File: src/rtl/sevenseg_scan_reader.sv
// Rebuilds BCD digits from a scanned 7-segment bus.
// Each digit commits after STABLE_SCANS matching samples.
module sevenseg_scan_reader #(
  parameter int NUM_DIGITS   = 4,
  parameter int STABLE_SCANS = 2
) (
  input  logic                    clk,
  input  logic                    rst_n,
  input  logic                    sample_en,
  input  logic [6:0]              seg_in,
  input  logic [NUM_DIGITS-1:0]   dig_en,
  output logic [4*NUM_DIGITS-1:0] digits_out,
  output logic [NUM_DIGITS-1:0]   digit_bad,
  output logic                    update,
  output logic                    collision
);

  localparam int CW = $clog2(STABLE_SCANS + 1);
  localparam int IW = (NUM_DIGITS > 1) ? $clog2(NUM_DIGITS) : 1;
  localparam logic [CW-1:0] SC = CW'(STABLE_SCANS);

  logic [6:0]    cand [NUM_DIGITS];
  logic [CW-1:0] cnt  [NUM_DIGITS];

  logic [3:0]    pop;
  logic [IW-1:0] idx;
  logic          accept;
  logic          coll;
  logic [6:0]    cur_cand;
  logic [CW-1:0] cur_cnt;
  logic [CW-1:0] nxt_cnt;
  logic          match;
  logic          sat;
  logic          commit;
  logic [3:0]    dec_val;
  logic          dec_bad;
  logic          changed;

  function automatic logic [4:0] decode(input logic [6:0] s);
    logic [4:0] r;
    unique case (s)
      7'h7E:   r = {1'b0, 4'd0};
      7'h30:   r = {1'b0, 4'd1};
      7'h6D:   r = {1'b0, 4'd2};
      7'h79:   r = {1'b0, 4'd3};
      7'h33:   r = {1'b0, 4'd4};
      7'h5B:   r = {1'b0, 4'd5};
      7'h5F:   r = {1'b0, 4'd6};
      7'h70:   r = {1'b0, 4'd7};
      7'h7F:   r = {1'b0, 4'd8};
      7'h7B:   r = {1'b0, 4'd9};
      default: r = {1'b1, 4'hF};
    endcase
    return r;
  endfunction

  always_comb begin
    pop = '0;
    idx = '0;
    for (int i = 0; i < NUM_DIGITS; i++) begin
      if (dig_en[i]) begin
        pop = pop + 4'd1;
        idx = IW'(i);
      end
    end
  end

  assign accept = sample_en && (pop == 4'd1);
  assign coll   = sample_en && (pop > 4'd1);

  always_comb begin
    cur_cand = cand[idx];
    cur_cnt  = cnt[idx];
    match    = (seg_in == cur_cand);
    sat      = (cur_cnt == SC);
    if (!match)   nxt_cnt = CW'(1);
    else if (sat) nxt_cnt = SC;
    else          nxt_cnt = cur_cnt + CW'(1);
    // only the transition into saturation commits
    commit   = accept && (nxt_cnt == SC) && !(match && sat);
    {dec_bad, dec_val} = decode(seg_in);
    changed  = (digits_out[4*idx +: 4] != dec_val) ||
               (digit_bad[idx] != dec_bad);
  end

  always_ff @(posedge clk or negedge rst_n) begin
    if (!rst_n) begin
      digits_out <= '0;
      digit_bad  <= '1;
      update     <= 1'b0;
      collision  <= 1'b0;
      for (int i = 0; i < NUM_DIGITS; i++) begin
        cand[i] <= 7'h00;
        cnt[i]  <= '0;
      end
    end else begin
      update    <= 1'b0;
      collision <= coll;
      if (accept) begin
        cand[idx] <= seg_in;
        cnt[idx]  <= nxt_cnt;
      end
      if (commit) begin
        digits_out[4*idx +: 4] <= dec_val;
        digit_bad[idx]         <= dec_bad;
        update                 <= changed;
      end
    end
  end

endmodule

File: config.mk
export PLATFORM = sky130hd
export DESIGN_NAME = sevenseg_scan_reader
export DESIGN_NICKNAME = d
export VERILOG_FILES = /design/src/rtl/sevenseg_scan_reader.sv
export SDC_FILE = /design/constraint.sdc
export NUM_CORES = 1
export LEC_CHECK = 0
export BUFFER_PORTS_ARGS = -buffer_cell sky130_fd_sc_hd__buf_2
export CAP_MARGIN = 20
export CORE_ASPECT_RATIO = 0.6
export CORE_MARGIN = 2
export CORE_UTILIZATION = 53
export DETAILED_ROUTE_END_ITERATION = 16
export GPL_TIMING_DRIVEN = 0
export PLACE_DENSITY = 0.76
export SYNTH_ARGS = -nofsm -noshare
export SYNTH_HDL_FRONTEND = slang
export SYNTH_SLANG_ARGS = --single-unit
File: constraint.sdc
create_clock -name clk -period 2.5 [get_ports clk]
set_input_delay 0.125 -clock clk [delete_from_list [all_inputs] [get_ports clk]]
set_output_delay 0.125 -clock clk [all_outputs]
set_load 0.05 [all_outputs]
; ---- Yosys cells after proc, flatten, opt, wreduce, memory -nomap -nowiden
; Index checks and enable logic that the tools add are counted.
; W data, S select, Z words.
[op_classes]
bitwise_logic = 1
n_eq_ne = 16
n_mux = 29
addsub = 5
reduce_logical = 9
order_cmp = 5
shift = 3
[ops]
columns = cell, count
row1 = $eq A7 B7 Y1 const B, 8
row2 = $pmux W5 S10, 1
row3 = $neg A4 Y34, 1
row4 = $shift A4 B34 Y16 const A, 1
row5 = $shiftx A4 B34 Y16, 1
row6 = $bwmux W28, 1
row7 = $mux W7, 3
row8 = $bwmux W16, 1
row9 = $shiftx A16 B5 Y4, 1
row10 = $bmux W7 S2, 1
row11 = $demux W7 S2, 1
row12 = $eq A7 B6 Y1 const B, 2
row13 = $mux W2, 7
row14 = $add A4 B1 Y4 const B, 3
row15 = $mux W4, 3
row16 = $bwmux W8, 1
row17 = $eq A7 B7 Y1, 1
row18 = $logic_and A1 B1 Y1, 7
row19 = $mux W1, 5
row20 = $bmux W2 S2, 1
row21 = $bwmux W4, 1
row22 = $demux W2 S2, 1
row23 = $eq A2 B2 Y1 const B, 2
row24 = $eq A4 B1 Y1 const B, 1
row25 = other kinds (13), 13
[word_totals]
out_inout_bits = 22
word_cells = 80
ff_bits = 58
inputBits = 14

; ---- Longest topological paths before layout
; Gate-level depths: netlist of run 1.
[logic_depth]
word_depth = 14
depth_mapped = 14
mapped_depth_nobuf = 12

; ---- Worst setup path before layout of run 1
; No wires, ideal clock.
[synth_timing]
path_kind = input port to flip-flop
start = in dig_en[1]
end = reg digits_out[4]
setup_time_ns = 0.125
path_slack_ns = -0.462
arrival_ns = 2.837
required_time_ns = 2.375
path_buffers = 2
stages = 13
cell_sequence = buf_6 > inv_1 > ha_1 > xnor2_1 > inv_1 > ha_1 > a31o_2 > a21oi_1 > o21ai_1 > or4_1 > clkbuf_1 > nor3_4 > mux2_2
[synth_between]
elab_chain_len = 13
word_cells_on_any_way = 31
classes_between = add/sub: 4 / eq/ne: 4 / shift: 2 / mux: 15 / bitwise: 1 / reduce/logical: 5
[synth_rtl]
columns = element, line
row1 = start: declaration, 11  ; input logic [NUM_DIGITS-1:0] dig_en,
row2 = "parallel branches: the longest is 13 deep, another holds $add A4 B1 Y4", -
row3 = end signal: indexed assignment, 104  ; digits_out[4*idx +: 4] <= dec_val;
row4 = end: declaration, 12  ; output logic [4*NUM_DIGITS-1:0] digits_out,
; Parallel ways; which one is timed is not known. The select of a mux whose other input is x is not followed.
; A chain may end at the register's enable or synchronous reset.

; ---- Worst setup path in the final report of run 1
[layout_timing]
start = in dig_en[1]
end = reg digits_out[7]
; Same word-level chain as after synthesis.

==> metrics.cfg, run 1 <==
[status]
status = finished with violations
failed_checks = setup timing

[detailed_routing]
routed_wl_mm = 8.673
drtAntennaViolNets = 0
drc = 0
dr.pass1.iters = 5
drt_iter0_drc = 242
vias = 2734
viasPerCell = 5.905
wire_per_inst_um = 18.73

[floorplan]
row_count = 22
die_area_sq_um = 6988
dieWidth_um = 106.6
initial_utilization_pct = 54.77
dieHeight_um = 65.56
ios = 36
coreArea_sq_um = 6111

[grt]
busiest_layer = met2
grt_pass1_vias = 2634
grt_use_total_pct = 27.08
grt_use_met1_pct = 38.83
grt_pass1_wl_mm = 13.94
antenna_found_initial = 0
global_route.usage.met3_pct = 6.151
grt-ovfl-total = 0
use_met2_pct = 40.84
grt_max_degree = 32

[clocking]
clk_pin_slew_worst_paths_ns = 0.06
clk_latency_ns = 0.34
cts.sinks = 58
cts_root_buffer = clkbuf_8
cts_buffers = 9
cts_buffer_depth = 2
htreeDepth = 3
cts_tree = yes

[job]
cap_viol_max_count = 0

[setup_path]
path_class = in2reg
reg2reg_depth = 9
critPathLaunch = dig_en[1]
reg2reg_from = cand[19]$_DFFE_PN0P_
worstSetupStartpointType = input pin
r2r-end = digits_out[3]$_DFFE_PN0P_
cp.arrival_ns = 2.82
crit_required_ns = 2.73
crit_fanout = 6
worst-r2r-setup-slack_ns = -0.1
crit_path_end_kind = register
endpoint = digits_out[7]$_DFFE_PN0P_

[cells_and_area]
final_cells = 463
num-nets-final = 393
diodes = 0
syn_to_final_growth_pct = 26.39
layout-drive-gt1-share_pct = 37.99

[synthesis]
synth_area_leaders = dfrtp_1, mux2_2, mux2i_1, nand2_1, dfstp_2
ys_types = 54
synth.most_common_cell = dfrtp_1
ys_ff_latch = 58
syn_nets = 338
yosys_warnings = 0
synth_common_cells = dfrtp_1, mux2_2, nand2_1, o21ai_0
synthesis.area_sq_um = 3347
synth_edf_count = 0
ys_async_sr_fraction_pct = 100.0
synthCells = 319
seq_area_frac_synth_pct = 43.51
avgSynthCellArea_sq_um = 10.49
synthFlopType = dfrtp_1
synth_top_area_share_pct = 40.37
yosys.area.top_type = dfrtp_1

[timing]
worst-slew-pin-transition_ns = 0.7837
max_slew_margin_pct = 47.76
worst_slack_ns = -0.09630
max_freq_mhz = 385.2
finalSetupViolCount = 15
final.min_clock_period_ns = 2.596
skew_ns = 0.008214
finalHoldViolations = 0
report.final.slew_viol_count = 0
rsz0062_at_grt = yes
holdWs_ns = 0.08057
fin_crit_sh_pct = 103.9

[placement]
gp_congestion = 0.9072
dpl.hpwl_mm = 6.146
dp.cells = 436
port_buffers = 32

[pwr]
p_per_area_nw_per_um2 = 670.9
peakVddDrop_mv = 0.4476
power_leakage_nw = 1.980

[min_path]
holdCritPathClass = in2reg
min_from = sample_en

through the flow:
step / area, sq um / utilization (%) / total power (W) / worst slack (ns) / TNS [ns]
2_1_floorplan: 3502 / - / 0.001702 / -0.1888 / -1.941
3_3_place_gp: 3767 / 61.65 / 0.001827 / -0.7006 / -19.84
4_1_cts: 4153 / 67.96 / 0.002824 / -0.05101 / -0.4706
3_5_place_dp: 3787 / 61.98 / 0.001868 / -0.7216 / -23.52
5_1_grt: 4230 / 69.23 / 0.002990 / -0.1786 / -2.687
6_report: 4230 / 69.23 / 0.002838 / -0.09630 / -1.142
routing by layer:
metal / part of all wire (%) / up-vias
met2: 44 / 125
met4: 1.6 / 0
met5: 0 / -
met3: 7.8 / 14
li1: - / 1244
met1: 47 / 1351
worst min path at each step:
| stage | to | slack, ns | cells past startpoint |
|---|---|---|---|
| 4_1_cts | collision$_DFF_PN0_ | 0.06 | 2 |
| 3_5_place_dp | cand[27]$_DFFE_PN0P_ | 0.22 | 1 |
| 5_1_grt | collision$_DFF_PN0_ | 0.08 | 2 |
| 3_3_place_gp | collision$_DFF_PN0_ | 0.41 | 2 |
| 6_report | collision$_DFF_PN0_ | 0.08 | 2 |
| 2_1_floorplan | cand[0]$_DFFE_PN0P_ | -0.17 | 0 |
layout make-up:
class | instances | area (sq um)
Inverter | 14 | 57.56
Sequential cell | 58 | 1456
Multi-Input combinational cell | 225 | 1907
Buffer | 21 | 180.2
Clock inverter | 3 | 65.06
Fill cell | 445 | 1881
Timing Repair Buffer | 45 | 320.3
Tap cell | 84 | 105.1
Clock buffer | 13 | 138.9
cells in the final DEF, fill, tap and decap left out, types with 12 or more instances in the layout:
cell type  synthesis  layout
buf_2              4      33
dfrtp_1           54      54
inv_1             14      13
mux2_2            41      27
mux2_4             2      17
mux2i_1           13      12
nand2_1           31      31
nor2_1            14      14
o21ai_0           18      18
power breakdown:
part           total [W]  switching, W  internal, W
combinational   0.000685      0.000338     0.000347
sequential       0.00123      0.000107      0.00113
clock           0.000921      0.000360     0.000561
critical path, cell delays in order:
cell      delay (ns)
buf_4           0.14
buf_12          0.13
inv_6           0.05
ha_4            0.22
xnor2_4         0.16
inv_1           0.06
ha_2            0.24
nand2b_1        0.18
a21oi_4         0.16
o21ai_2         0.09
or4_1           0.42
clkbuf_8        0.17
nor3_4          0.22
buf_12          0.15
mux2_4          0.30
cells by family (layout without fill, tap and decap cells):
group | Yosys count | count (layout) | share of synthesized area [%]
fa+ha+maj | 5 | 5 | 1.869
simple gates | 91 | 91 | 15.89
buf+inv | 36 | 96 | 4.748
xor+xnor | 14 | 14 | 3.664
compound gates | 58 | 58 | 11.40
mux | 57 | 57 | 18.92
flops | 58 | 58 | 43.51
sequential cells by signal (all words and copies together) (netlist names):
signal,flops
digits_out,16
collision,1
cnt,8
update,1
digit_bad,4
cand,28
repair_timing:
item,4_1_cts,5_1_grt
gates resized for setup,15,18
pin swaps,9,5
setup buffers,8,3
hold endpoints to repair,30,0
hold buffers,1,0
endpoints found under the setup margin,38,43
(Power assumes the default switching activity.)
==> run 2, diff against run 1 <==
SKIP_CTS_REPAIR_TIMING = 1   (was not set)
==> run 2 against run 1 <==
  * The flow still finishes with violations (setup timing)
  * First-iteration DRC count fell by 26%
  * Non-clock buffer count fell by 3
  * Highest routed layer unchanged
  * Sequential power barely moved
  * Critical endpoint is now digits_out[10]$_DFFE_PN0P_
  * Cell count fell by 0.65%
  * Sequential cell count did not move
  * Clock skew rose by 0.0019 ns
==> metrics.cfg, run 2 (synthesized netlist as in run 1, its figures left out) <==
[status]
status = finished with violations
failed_checks = setup timing

[timing]
max_freq_mhz = 378.7
skew_ns = 0.01012
final.min_clock_period_ns = 2.641
finalSetupViolCount = 16
worst-slew-pin-transition_ns = 0.7508
finalHoldViolations = 0
final.setup.tns_ns = -1.843
rsz0062_at_grt = yes
report.final.slew_viol_count = 0
worst_slack_ns = -0.1405
fin_crit_sh_pct = 105.6
max_slew_margin_pct = 49.94

[clocking]
cts_root_buffer = clkbuf_8
cts.sinks = 58
clk_pin_slew_worst_paths_ns = 0.06
cts_tree = yes
cts_buffer_depth = 2
clk_latency_ns = 0.35
htreeDepth = 3
cts_buffers = 9

[job]
cap_viol_max_count = 0

[setup_path]
worst-r2r-setup-slack_ns = -0.14
r2r-end = digits_out[10]$_DFFE_PN0P_
crit_fanout = 7
crit_path_end_kind = register
worstSetupStartpointType = register
cpMaxStageDelayCell = or4b_4
reg2reg_from = cand[1]$_DFFE_PN0P_
crit_path_cell_trace = a22o_1 -> or3_1 -> a22oi_1 -> or4b_4 -> buf_12 -> nor3_4 -> buf_12 -> mux2_4
critPathTopFamily = simple AND/OR/NAND/NOR gates
cp.arrival_ns = 2.88
slowest_delay_ns = 0.50
reg2reg_depth = 8
path_buf_inv = 2
crit_required_ns = 2.74
path_class = reg2reg
crit_path_frequent_cell = buf_12

[grt]
grt_pass1_vias = 2599
grt-ovfl-total = 0
grt_use_total_pct = 26.88
antenna_found_initial = 0
grt_max_degree = 32
grt_pass1_wl_mm = 13.78

[pwr]
p_per_area_nw_per_um2 = 676.5
peakVddDrop_mv = 0.4561
power_leakage_nw = 1.966

[floorplan]
row_count = 22
coreArea_sq_um = 6111
die_area_sq_um = 6988
initial_utilization_pct = 54.77
ios = 36
dieWidth_um = 106.6
dieHeight_um = 65.56

[placement]
gp_congestion = 0.9072
dp_slack_ns = -0.7216
port_buffers = 32
dpl.hpwl_mm = 6.146

[min_path]
min_from = sample_en
worstHoldEndpoint = collision$_DFF_PN0_
holdCritPathClass = in2reg
min_path_cells = 2

[detailed_routing]
dr.pass1.iters = 5
wire_per_inst_um = 19.41
drc = 0
drtAntennaViolNets = 0
vias = 2673
routed_wl_mm = 8.929
viasPerCell = 5.811
drt_iter0_drc = 180

[cells_and_area]
largestRegisters = cand x28, digits_out x16, cnt x8
layout-drive-gt1-share_pct = 37.77
regMostFlops = cand
largest_reg_flops = 28
diodes = 0
layout_commonest_cell = dfrtp_1
num-nets-final = 390
syn_to_final_growth_pct = 26.24
fillers = 452
final_cell_mix = dfrtp_1, buf_2, nand2_1, mux2_2

## run 2: stage by stage
| stage | hold slack (ns) | utilization (%) | instances | instance area, sq um | power (W) |
|---|---|---|---|---|---|
| floorplan | -0.1706 | - | 319 | 3502 | 0.001702 |
| global placement | 0.4090 | 61.65 | 435 | 3767 | 0.001827 |
| detailed placement | 0.2220 | 61.98 | 436 | 3787 | 0.001868 |
| CTS | -0.1519 | 65.32 | 452 | 3991 | 0.002799 |
| global route | 0.08173 | 69.14 | 460 | 4225 | 0.002999 |
| finish | 0.07227 | 69.14 | 460 | 4225 | 0.002858 |
## run 2: metal layers
metal,vias to the layer above,share of wire (%),GRT usage (%)
met4,0,1.2,8.929
met5,-,0,0
met3,17,9.5,6.746
li1,1239,-,-
met1,1325,44,39.02
met2,92,45,39.41
## run 2: final cells by class
cell class / count / area, sq um / area share (%)
Multi-Input combinational cell: 225 / 1922 / 45.48
Clock buffer: 13 / 138.9 / 3.287
Clock inverter: 3 / 65.06 / 1.540
Buffer: 21 / 180.2 / 4.264
Inverter: 14 / 57.56 / 1.362
Timing Repair Buffer: 42 / 300.3 / 7.107
Sequential cell: 58 / 1456 / 34.47
Tap cell: 84 / 105.1 / 2.487
## run 2: power breakdown
group / internal [W] / total [W] / switching (W)
registers: 0.00113 / 0.00124 / 0.000111
logic: 0.000345 / 0.000693 / 0.000348
clock network: 0.000561 / 0.000930 / 0.000369
## run 2: how the worst max path moves through the flow
stage                              startpoint                    endpoint  slack [ns]  cells past startpoint
after CTS                           dig_en[3]   digits_out[0]$_DFFE_PN0P_       -0.36                     13
after global placement              dig_en[3]   digits_out[0]$_DFFE_PN0P_       -0.70                     13
after detailed placement            dig_en[3]   digits_out[0]$_DFFE_PN0P_       -0.72                     13
after global routing       cnt[2]$_DFFE_PN0P_   digits_out[3]$_DFFE_PN0P_       -0.22                      9
after floorplan                     dig_en[1]   digits_out[4]$_DFFE_PN0P_       -0.19                     13
final                     cand[1]$_DFFE_PN0P_  digits_out[10]$_DFFE_PN0P_       -0.14                      8
